### src/rtl/gray_pool_pkg.sv
// gray_pool_pkg: shared types and constants for the 28x28 gray pooling block.
//
// Build option: POOL_MAX_EN selects max pooling (8-bit running maximum per
// column) instead of the default truncated average (16-bit running sum).
package gray_pool_pkg;

    localparam int OUT_DIM    = 28;
    localparam int OUT_PIXELS = OUT_DIM * OUT_DIM;   // 784
    localparam int COL_W      = 5;                   // enough to index OUT_DIM columns

    typedef logic [7:0]       pxl_t;
    typedef logic [9:0]       idx_t;
    typedef logic [COL_W-1:0] col_t;

    typedef enum logic {
        IDLE = 1'b0,
        RUN  = 1'b1
    } state_e;

`ifdef POOL_MAX_EN
    localparam int ACC_W = 8;                        // running maximum
`else
    localparam int ACC_W = 16;                       // 255 * 16 * 16 < 2**16
`endif

    typedef logic [ACC_W-1:0] acc_t;

endpackage

### src/rtl/pool_acc_bank.sv
// pool_acc_bank: one accumulator per output column of the current block row.
//
// Ports:
//   clk         clock
//   rst_n       asynchronous active-low reset
//   clear_all_i zero every accumulator (fresh frame)
//   en_i        fold pxl_i into the accumulator selected by col_i
//   emit_i      the folded pixel completes a block: clear that entry
//   col_i       column (block) index, 0..OUT_DIM-1
//   pxl_i       incoming gray pixel
//   result_o    reduced block value including pxl_i (valid when emit_i)
//
// Build option: POOL_MAX_EN -> running maximum, else truncated average.
module pool_acc_bank
    import gray_pool_pkg::*;
#(
    parameter int SHIFT = 8                  // 2*log2(BLK): divide by BLK*BLK
) (
    input  logic       clk,
    input  logic       rst_n,
    input  logic       clear_all_i,
    input  logic       en_i,
    input  logic       emit_i,
    input  logic [4:0] col_i,
    input  logic [7:0] pxl_i,
    output logic [7:0] result_o
);

    acc_t acc_q [OUT_DIM];
    acc_t sel_acc;
    acc_t upd;

    // NOTE: every variable assigned in always_comb gets a value on every path
    // (defaults first), otherwise synthesis infers a latch.
    always_comb begin
        // A fresh frame and its first pixel may arrive together: the pixel
        // must then see a zeroed accumulator, not the aborted frame's sum.
        sel_acc  = clear_all_i ? '0 : acc_q[col_i];
        upd      = sel_acc;
        result_o = '0;
`ifdef POOL_MAX_EN
        upd      = (acc_t'(pxl_i) > sel_acc) ? acc_t'(pxl_i) : sel_acc;
        result_o = upd;
`else
        upd      = sel_acc + acc_t'(pxl_i);
        result_o = pxl_t'(upd >> SHIFT);
`endif
    end

    // NOTE: the accumulator array is reset like any other register because an
    // aborted or reset frame must never leak partial sums into the next one.
    // NOTE: sequential state is assigned with <= only, so every flop samples
    // the values from before the clock edge.
    always_ff @(posedge clk or negedge rst_n) begin
        if (!rst_n) begin
            for (int i = 0; i < OUT_DIM; i++) acc_q[i] <= '0;
        end else begin
            if (clear_all_i) begin
                for (int i = 0; i < OUT_DIM; i++) acc_q[i] <= '0;
            end
            if (en_i) begin
                acc_q[col_i] <= emit_i ? '0 : upd;
            end
        end
    end

endmodule

### src/rtl/gray_pool_28.sv
// gray_pool_28: crops a 28*BLK square window out of the gray pixel stream and
// reduces every BLK x BLK block to one pixel, emitting a 28x28 raster stream.
//
// Ports:
//   CLOCK_50     clock
//   rst_n        asynchronous active-low reset
//   arm          sampled on frame_start; only armed frames are pooled
//   frame_start  frame start pulse (may coincide with pixel (0,0))
//   in_valid     input pixel strobe, in_pxl is the gray pixel
//   out_valid    pooled pixel strobe, out_pxl / out_idx carry value and index
//   frame_done   one-cycle pulse the cycle after output index 783
//   busy         armed frame in progress
//
// Build option: POOL_MAX_EN selects max pooling instead of truncated average.
module gray_pool_28
    import gray_pool_pkg::*;
#(
    parameter int IN_W  = 640,
    parameter int IN_H  = 480,
    parameter int BLK   = 16,
    parameter int X_OFF = 96,
    parameter int Y_OFF = 16
) (
    input  logic       CLOCK_50,
    input  logic       rst_n,
    input  logic       arm,
    input  logic       frame_start,
    input  logic       in_valid,
    input  logic [7:0] in_pxl,
    output logic       out_valid,
    output logic [7:0] out_pxl,
    output logic [9:0] out_idx,
    output logic       frame_done,
    output logic       busy
);

    localparam int          X_W      = $clog2(IN_W);
    localparam int          Y_W      = $clog2(IN_H + 1);  // can hold IN_H: "past last line"
    localparam int          LOG2_BLK = $clog2(BLK);
    localparam int          WIN      = OUT_DIM * BLK;
    localparam logic [31:0] BLK_MASK = 32'(BLK - 1);

    state_e         state_q, state_d;
    logic [X_W-1:0] x_q, x_d;
    logic [Y_W-1:0] y_q, y_d;
    idx_t           idx_q, idx_d;
    logic           out_valid_q, out_valid_d;
    pxl_t           out_pxl_q, out_pxl_d;
    idx_t           out_idx_q, out_idx_d;
    logic           frame_done_q, frame_done_d;

    logic           start, pix_en, live_line, in_win, blk_end, acc_en, emit, last_out;
    logic [X_W-1:0] cur_x;
    logic [Y_W-1:0] cur_y;
    logic [31:0]    wx, wy;
    col_t           col;
    idx_t           idx_base;
    pxl_t           acc_result;

    // Pixel position and window decode.
    always_comb begin
        start     = frame_start && arm;
        // A frame_start in RUN without arm aborts; its pixel is not pooled.
        pix_en    = in_valid && (start || (state_q == RUN && !frame_start));
        cur_x     = start ? '0 : x_q;
        cur_y     = start ? '0 : y_q;
        wx        = 32'(cur_x) - 32'(X_OFF);
        wy        = 32'(cur_y) - 32'(Y_OFF);
        live_line = 32'(cur_y) < 32'(IN_H);
        // Left of / above the window the subtraction wraps to a huge value,
        // so one unsigned upper-bound compare covers both window edges.
        in_win    = (wx < 32'(WIN)) && (wy < 32'(WIN));
        blk_end   = ((wx & BLK_MASK) == BLK_MASK) && ((wy & BLK_MASK) == BLK_MASK);
        acc_en    = pix_en && live_line && in_win;
        emit      = acc_en && blk_end;
        col       = col_t'(wx >> LOG2_BLK);
        idx_base  = start ? '0 : idx_q;
        last_out  = out_valid_q && (out_idx_q == idx_t'(OUT_PIXELS - 1));
    end

    pool_acc_bank #(
        .SHIFT (2 * LOG2_BLK)
    ) u_acc (
        .clk         (CLOCK_50),
        .rst_n       (rst_n),
        .clear_all_i (start),
        .en_i        (acc_en),
        .emit_i      (emit),
        .col_i       (col),
        .pxl_i       (in_pxl),
        .result_o    (acc_result)
    );

    // FSM, counters and output next-state.
    always_comb begin
        state_d      = state_q;
        frame_done_d = 1'b0;
        x_d          = x_q;
        y_d          = y_q;
        idx_d        = idx_q;
        out_valid_d  = emit;
        out_pxl_d    = out_pxl_q;
        out_idx_d    = out_idx_q;

        case (state_q)
            IDLE: if (start) state_d = RUN;
            RUN: begin
                if (frame_start) begin
                    state_d = arm ? RUN : IDLE;
                end else if (last_out) begin
                    state_d      = IDLE;
                    frame_done_d = 1'b1;
                end
            end
            default: state_d = IDLE;
        endcase

        if (start) begin
            x_d       = '0;
            y_d       = '0;
            idx_d     = '0;
            out_idx_d = '0;
        end

        // Lines past IN_H freeze the counters, so extra pixels are ignored.
        if (pix_en && live_line) begin
            if (cur_x == X_W'(IN_W - 1)) begin
                x_d = '0;
                y_d = cur_y + Y_W'(1);
            end else begin
                x_d = cur_x + X_W'(1);
            end
        end

        if (emit) begin
            out_pxl_d = acc_result;
            out_idx_d = idx_base;
            idx_d     = idx_base + idx_t'(1);
        end
    end

    always_ff @(posedge CLOCK_50 or negedge rst_n) begin
        if (!rst_n) begin
            state_q      <= IDLE;
            x_q          <= '0;
            y_q          <= '0;
            idx_q        <= '0;
            out_valid_q  <= 1'b0;
            out_pxl_q    <= '0;
            out_idx_q    <= '0;
            frame_done_q <= 1'b0;
        end else begin
            state_q      <= state_d;
            x_q          <= x_d;
            y_q          <= y_d;
            idx_q        <= idx_d;
            out_valid_q  <= out_valid_d;
            out_pxl_q    <= out_pxl_d;
            out_idx_q    <= out_idx_d;
            frame_done_q <= frame_done_d;
        end
    end

    assign out_valid  = out_valid_q;
    assign out_pxl    = out_pxl_q;
    assign out_idx    = out_idx_q;
    assign frame_done = frame_done_q;
    assign busy       = (state_q == RUN);

endmodule

### config.mk
export PLATFORM = sky130hd
export DESIGN_NAME = gray_pool_28
export DESIGN_NICKNAME = d
export VERILOG_FILES = /design/src/rtl/gray_pool_pkg.sv /design/src/rtl/pool_acc_bank.sv /design/src/rtl/gray_pool_28.sv
export SDC_FILE = /design/constraint.sdc
export NUM_CORES = 1
export LEC_CHECK = 0
export CORE_ASPECT_RATIO = 1.2
export CORE_MARGIN = 2
export CORE_UTILIZATION = 30
export CTS_BUF_LIST = sky130_fd_sc_hd__clkbuf_16
export DETAILED_ROUTE_END_ITERATION = 8
export PLACE_DENSITY = 0.41
export SYNTH_ARGS = -nofsm -noshare
export SYNTH_HDL_FRONTEND = slang
export SYNTH_HIERARCHICAL = 1
export SYNTH_SLANG_ARGS = --single-unit
export TNS_END_PERCENT = 50
### constraint.sdc
create_clock -name CLOCK_50 -period 6.6 [get_ports CLOCK_50]
set_clock_uncertainty 0.1 [all_clocks]
set_input_delay 1.32 -clock CLOCK_50 [delete_from_list [all_inputs] [get_ports CLOCK_50]]
set_output_delay 1.32 -clock CLOCK_50 [all_outputs]
set_load 0.03 [all_outputs]
==> run_results.csv <==
group,metric,value,unit
clock_tree,cts_max_level,2,
detailed_routing,first_pass_iters,5,
worst_setup_path,regToRegSetupSlack,1.31,ns
placed_design,globalplace.congestion,0.878,
logic_synthesis,yosys_register_bits,498,
placed_design,buffer_ports.inserted,33,
sta,fin_tns_setup,0,ns
cells_and_area,layout.cells.most_common,"dfrtp_1",
logic_synthesis,proportion_of_netlist_area_held_by_the_largest_area_contributor,50.7,%
detailed_routing,routed-via-count,19200,
worst_setup_path,reg2reg_from,"x_q[4]$_DFF_PN0_",
sta,rsz0062_at_grt,"no",
logic_synthesis,ys_warn_count,6,
power_and_ir_drop,power_per_cell_area,223,nW/um2
placed_design,place_hpwl,55600,um
clock_tree,tritoncts.num_buffers,57,
clock_tree,insertion_delay,0.64,ns
placed_design,dp_slack,0.00891,ns
worst_setup_path,critical_path_arrival,6.51,ns
worst_setup_path,critical_path_class,"input port to register",
die,initial_core_util,30.4,%
logic_synthesis,asyncSetResetFlopFracSynth,100,%
placed_design,placedCellCount,3412,
logic_synthesis,postSynthAreaPerCell,10.1,um2
die,die_x,265,um
logic_synthesis,synthCells,2439,
die,row_count,114,
cells_and_area,synthToLayoutAreaGrowth,14.2,%
sta,relSlewSlack,21.6,%
sta,final.hold.worst_slack,0.369,ns
worst_setup_path,critPathCaptureType,"register",
logic_synthesis,post_synth_main_area_contributors,"dfrtp_1 51%, nand3_1 9.3%, o21ai_0 7.5%",
worst_setup_path,worst_r2r_path_depth,19,
worst_setup_path,crit_path_top_delay_cell,"mux4_2",
worst_setup_path,critPathMaxFanout,27,
detailed_routing,initialDrtViolationCount,1638,
clock_tree,cts.root.buffer_cell,"clkbuf_16",
detailed_routing,wirelength,83800,um
logic_synthesis,syn-num-nets,2466,
die,die_h,317,um
cells_and_area,design.final.nets,2454,
logic_synthesis,synth_sequential_area_ratio,50.7,%
detailed_routing,route.detailed.wl_per_inst,23.9,um
clock_tree,clock-sinks,498,
grt,globalRoute.totalOverflow,0,
power_and_ir_drop,peakVddDrop,0.189,mV
sta,finalHoldViolations,0,
grt,vias_in_the_first_global_route,19400,
worst_setup_path,worst_r2r_endpoint,"u_acc/acc_q[28]$_DFF_PN0_",
worst_setup_path,worstPathCellList,"clkdlybuf4s50_1 > buf_4 > a21boi_4 > buf_12 > mux4_2 > mux2_2 > a22oi_1 > nor2_1 > o21a_1 > ha_1 > fa_1 > a21o_1 > a211oi_1 > nor2_1 > o41ai_1 > buf_4 > nor3b_2 > nand3_1 > or3b_1 > buf_12 > o21ai_0",
grt,grt_max_degree,161,
sta,fin_max_slew_vios,0,
sta,achievable-frequency,164,MHz
sta,worst_slew_pin_tran,1.18,ns
clock_tree,clockBufferDepth,3,
min_path,holdPathStages,2,
detailed_routing,final_ant_viol_nets,0,
die,core_area,80900,um2
sta,finalCriticalPeriod,6.09,ns
die,io_pins,34,
die,die_area,84200,um2
worst_setup_path,timing.critical_path.from,"arm",
cells_and_area,antenna_cells_inserted,0,
sta,final.period_utilization,92.3,%
grt,grt_antenna_before_repair,0,
grt,grt_pass1_wl,129000,um
worst_setup_path,max_stage_delay,0.51,ns
worst_setup_path,crit_path_start_kind,"input port",
cells_and_area,most-common-layout-cells,"498 x dfrtp_1, 454 x nand3_1, 366 x o21ai_0",
worst_setup_path,crit_path_end,"u_acc/acc_q[28]$_DFF_PN0_",
logic_synthesis,synthDistinctLibCells,85,
min_path,holdCritStartpoint,"u_acc/acc_q[380]$_DFF_PN0_",
sta,setup_slack,0.508,ns
cells_and_area,final_cells,3512,
clock_tree,clk_pin_slew_worst_paths,0.06,ns
cells_and_area,fill_cell_instance_count_of_the_final_layout,8109,
clock_tree,postCtsHoldBufs,0,
detailed_routing,post_drt_via_cell_ratio,5.48,
logic_synthesis,synth-edff-count,0,
power_and_ir_drop,p_leak,12.1,nW
logic_synthesis,synth_flop_cell,"dfrtp_1",
clock_tree,cts_tree,"done",
clock_tree,post_cts.repair.setup_buffers,0,
cells_and_area,final_layout_size_suffix_gt1_share,13.7,%
logic_synthesis,synthesis.area,24600,um2
sta,finalSetupViolCount,0,
flow_run,maxCapViolations,0,
grt,grt_usage,20.0,%
logic_synthesis,synth_top_cell_by_area,"dfrtp_1",
min_path,hold_path.class,"register to register",
detailed_routing,drc_errors,0,
clock_tree,cts_resized,0,
worst_setup_path,cp_data_required_time,7.02,ns
status,status,"finished, final reports clean",
==> layout make-up <==
| cell class | count | area, um2 | area share (%) |
|---|---|---|---|
| timing repair buffer | 156 | 1460 | 5.20 |
| multi-input combinational | 1691 | 11000 | 39.3 |
| clock buffer | 58 | 1450 | 5.17 |
| sequential | 498 | 12500 | 44.4 |
| tap | 1044 | 1310 | 4.66 |
| inverter | 23 | 93.8 | 0.335 |
| clock inverter | 42 | 256 | 0.914 |
==> cells in the mapped netlist (20+ instances only) <==
| cell | number |
|---|---|
| nand2_1 | 204 |
| nand3_1 | 455 |
| o211ai_1 | 29 |
| a21oi_1 | 23 |
| mux2i_1 | 78 |
| mux2_2 | 20 |
| mux4_2 | 77 |
| nor3_1 | 35 |
| buf_2 | 40 |
| o21ai_2 | 20 |
| clkbuf_1 | 136 |
| nor2_1 | 97 |
| buf_1 | 20 |
| inv_1 | 20 |
| o21ai_0 | 366 |
| o31ai_1 | 34 |
| dfrtp_1 | 498 |
| a22oi_1 | 28 |
==> worst min-delay path by stage <==
stage / endpoint / slack, ns
floorplan: u_acc/acc_q[76]$_DFF_PN0_ / 0.34
global placement: u_acc/acc_q[79]$_DFF_PN0_ / 0.36
detailed placement: u_acc/acc_q[380]$_DFF_PN0_ / 0.36
CTS: u_acc/acc_q[380]$_DFF_PN0_ / 0.38
global route: u_acc/acc_q[300]$_DFF_PN0_ / 0.40
finish: u_acc/acc_q[380]$_DFF_PN0_ / 0.37
==> report_power, final <==
part	switching, W	internal [W]
clock network	0.00133	0.00166
registers	0.00000274	0.00306
logic	0.000174	0.0000347
total	0.00150	0.00475
==> worst max-delay path: cells and delay by family <==
| family | cells | cell delay (ns) |
|---|---|---|
| buffers and inverters | 5 | 1.26 |
| adders and majority gates | 2 | 0.60 |
| AOI/OAI and AO/OA | 7 | 1.73 |
| muxes | 2 | 0.82 |
| and+or+nand+nor | 5 | 0.74 |
==> per-stage QoR <==
stage / power (W) / area (um2) / util (%)
after global routing: 0.00650 / 28100 / 34.7
final: 0.00625 / 28100 / 34.7
after detailed placement: 0.00333 / 26300 / 32.6
after CTS: 0.00635 / 28100 / 34.7
after floorplan: 0.00320 / 24600 / -
after global placement: 0.00333 / 26300 / 32.6
==> registers in the layout, indices dropped and copies added (netlist names) <==
register / flops
busy: 1
frame_done: 1
idx_q: 10
out_idx: 10
out_pxl: 8
out_valid: 1
u_acc/acc_q: 448
x_q: 10
y_q: 9
==> cell families after synthesis <==
family	count (synthesis)	synth area share [%]
xor+xnor	25	0.891
compound gates	578	13.8
simple gates	888	17.4
mux	186	11.7
flops	498	50.7
fa+ha+maj	14	0.744
buf+inv	250	4.74
==> routing by layer <==
metal	global-route usage [%]	part of all wire, %	vias up
li1	-	-	8872
met1	26.8	44	9819
met2	33.9	50	435
met3	2.13	3.6	117
met4	6.37	3.2	0
met5	0	0	-
Power figures use the tool's default switching activity.
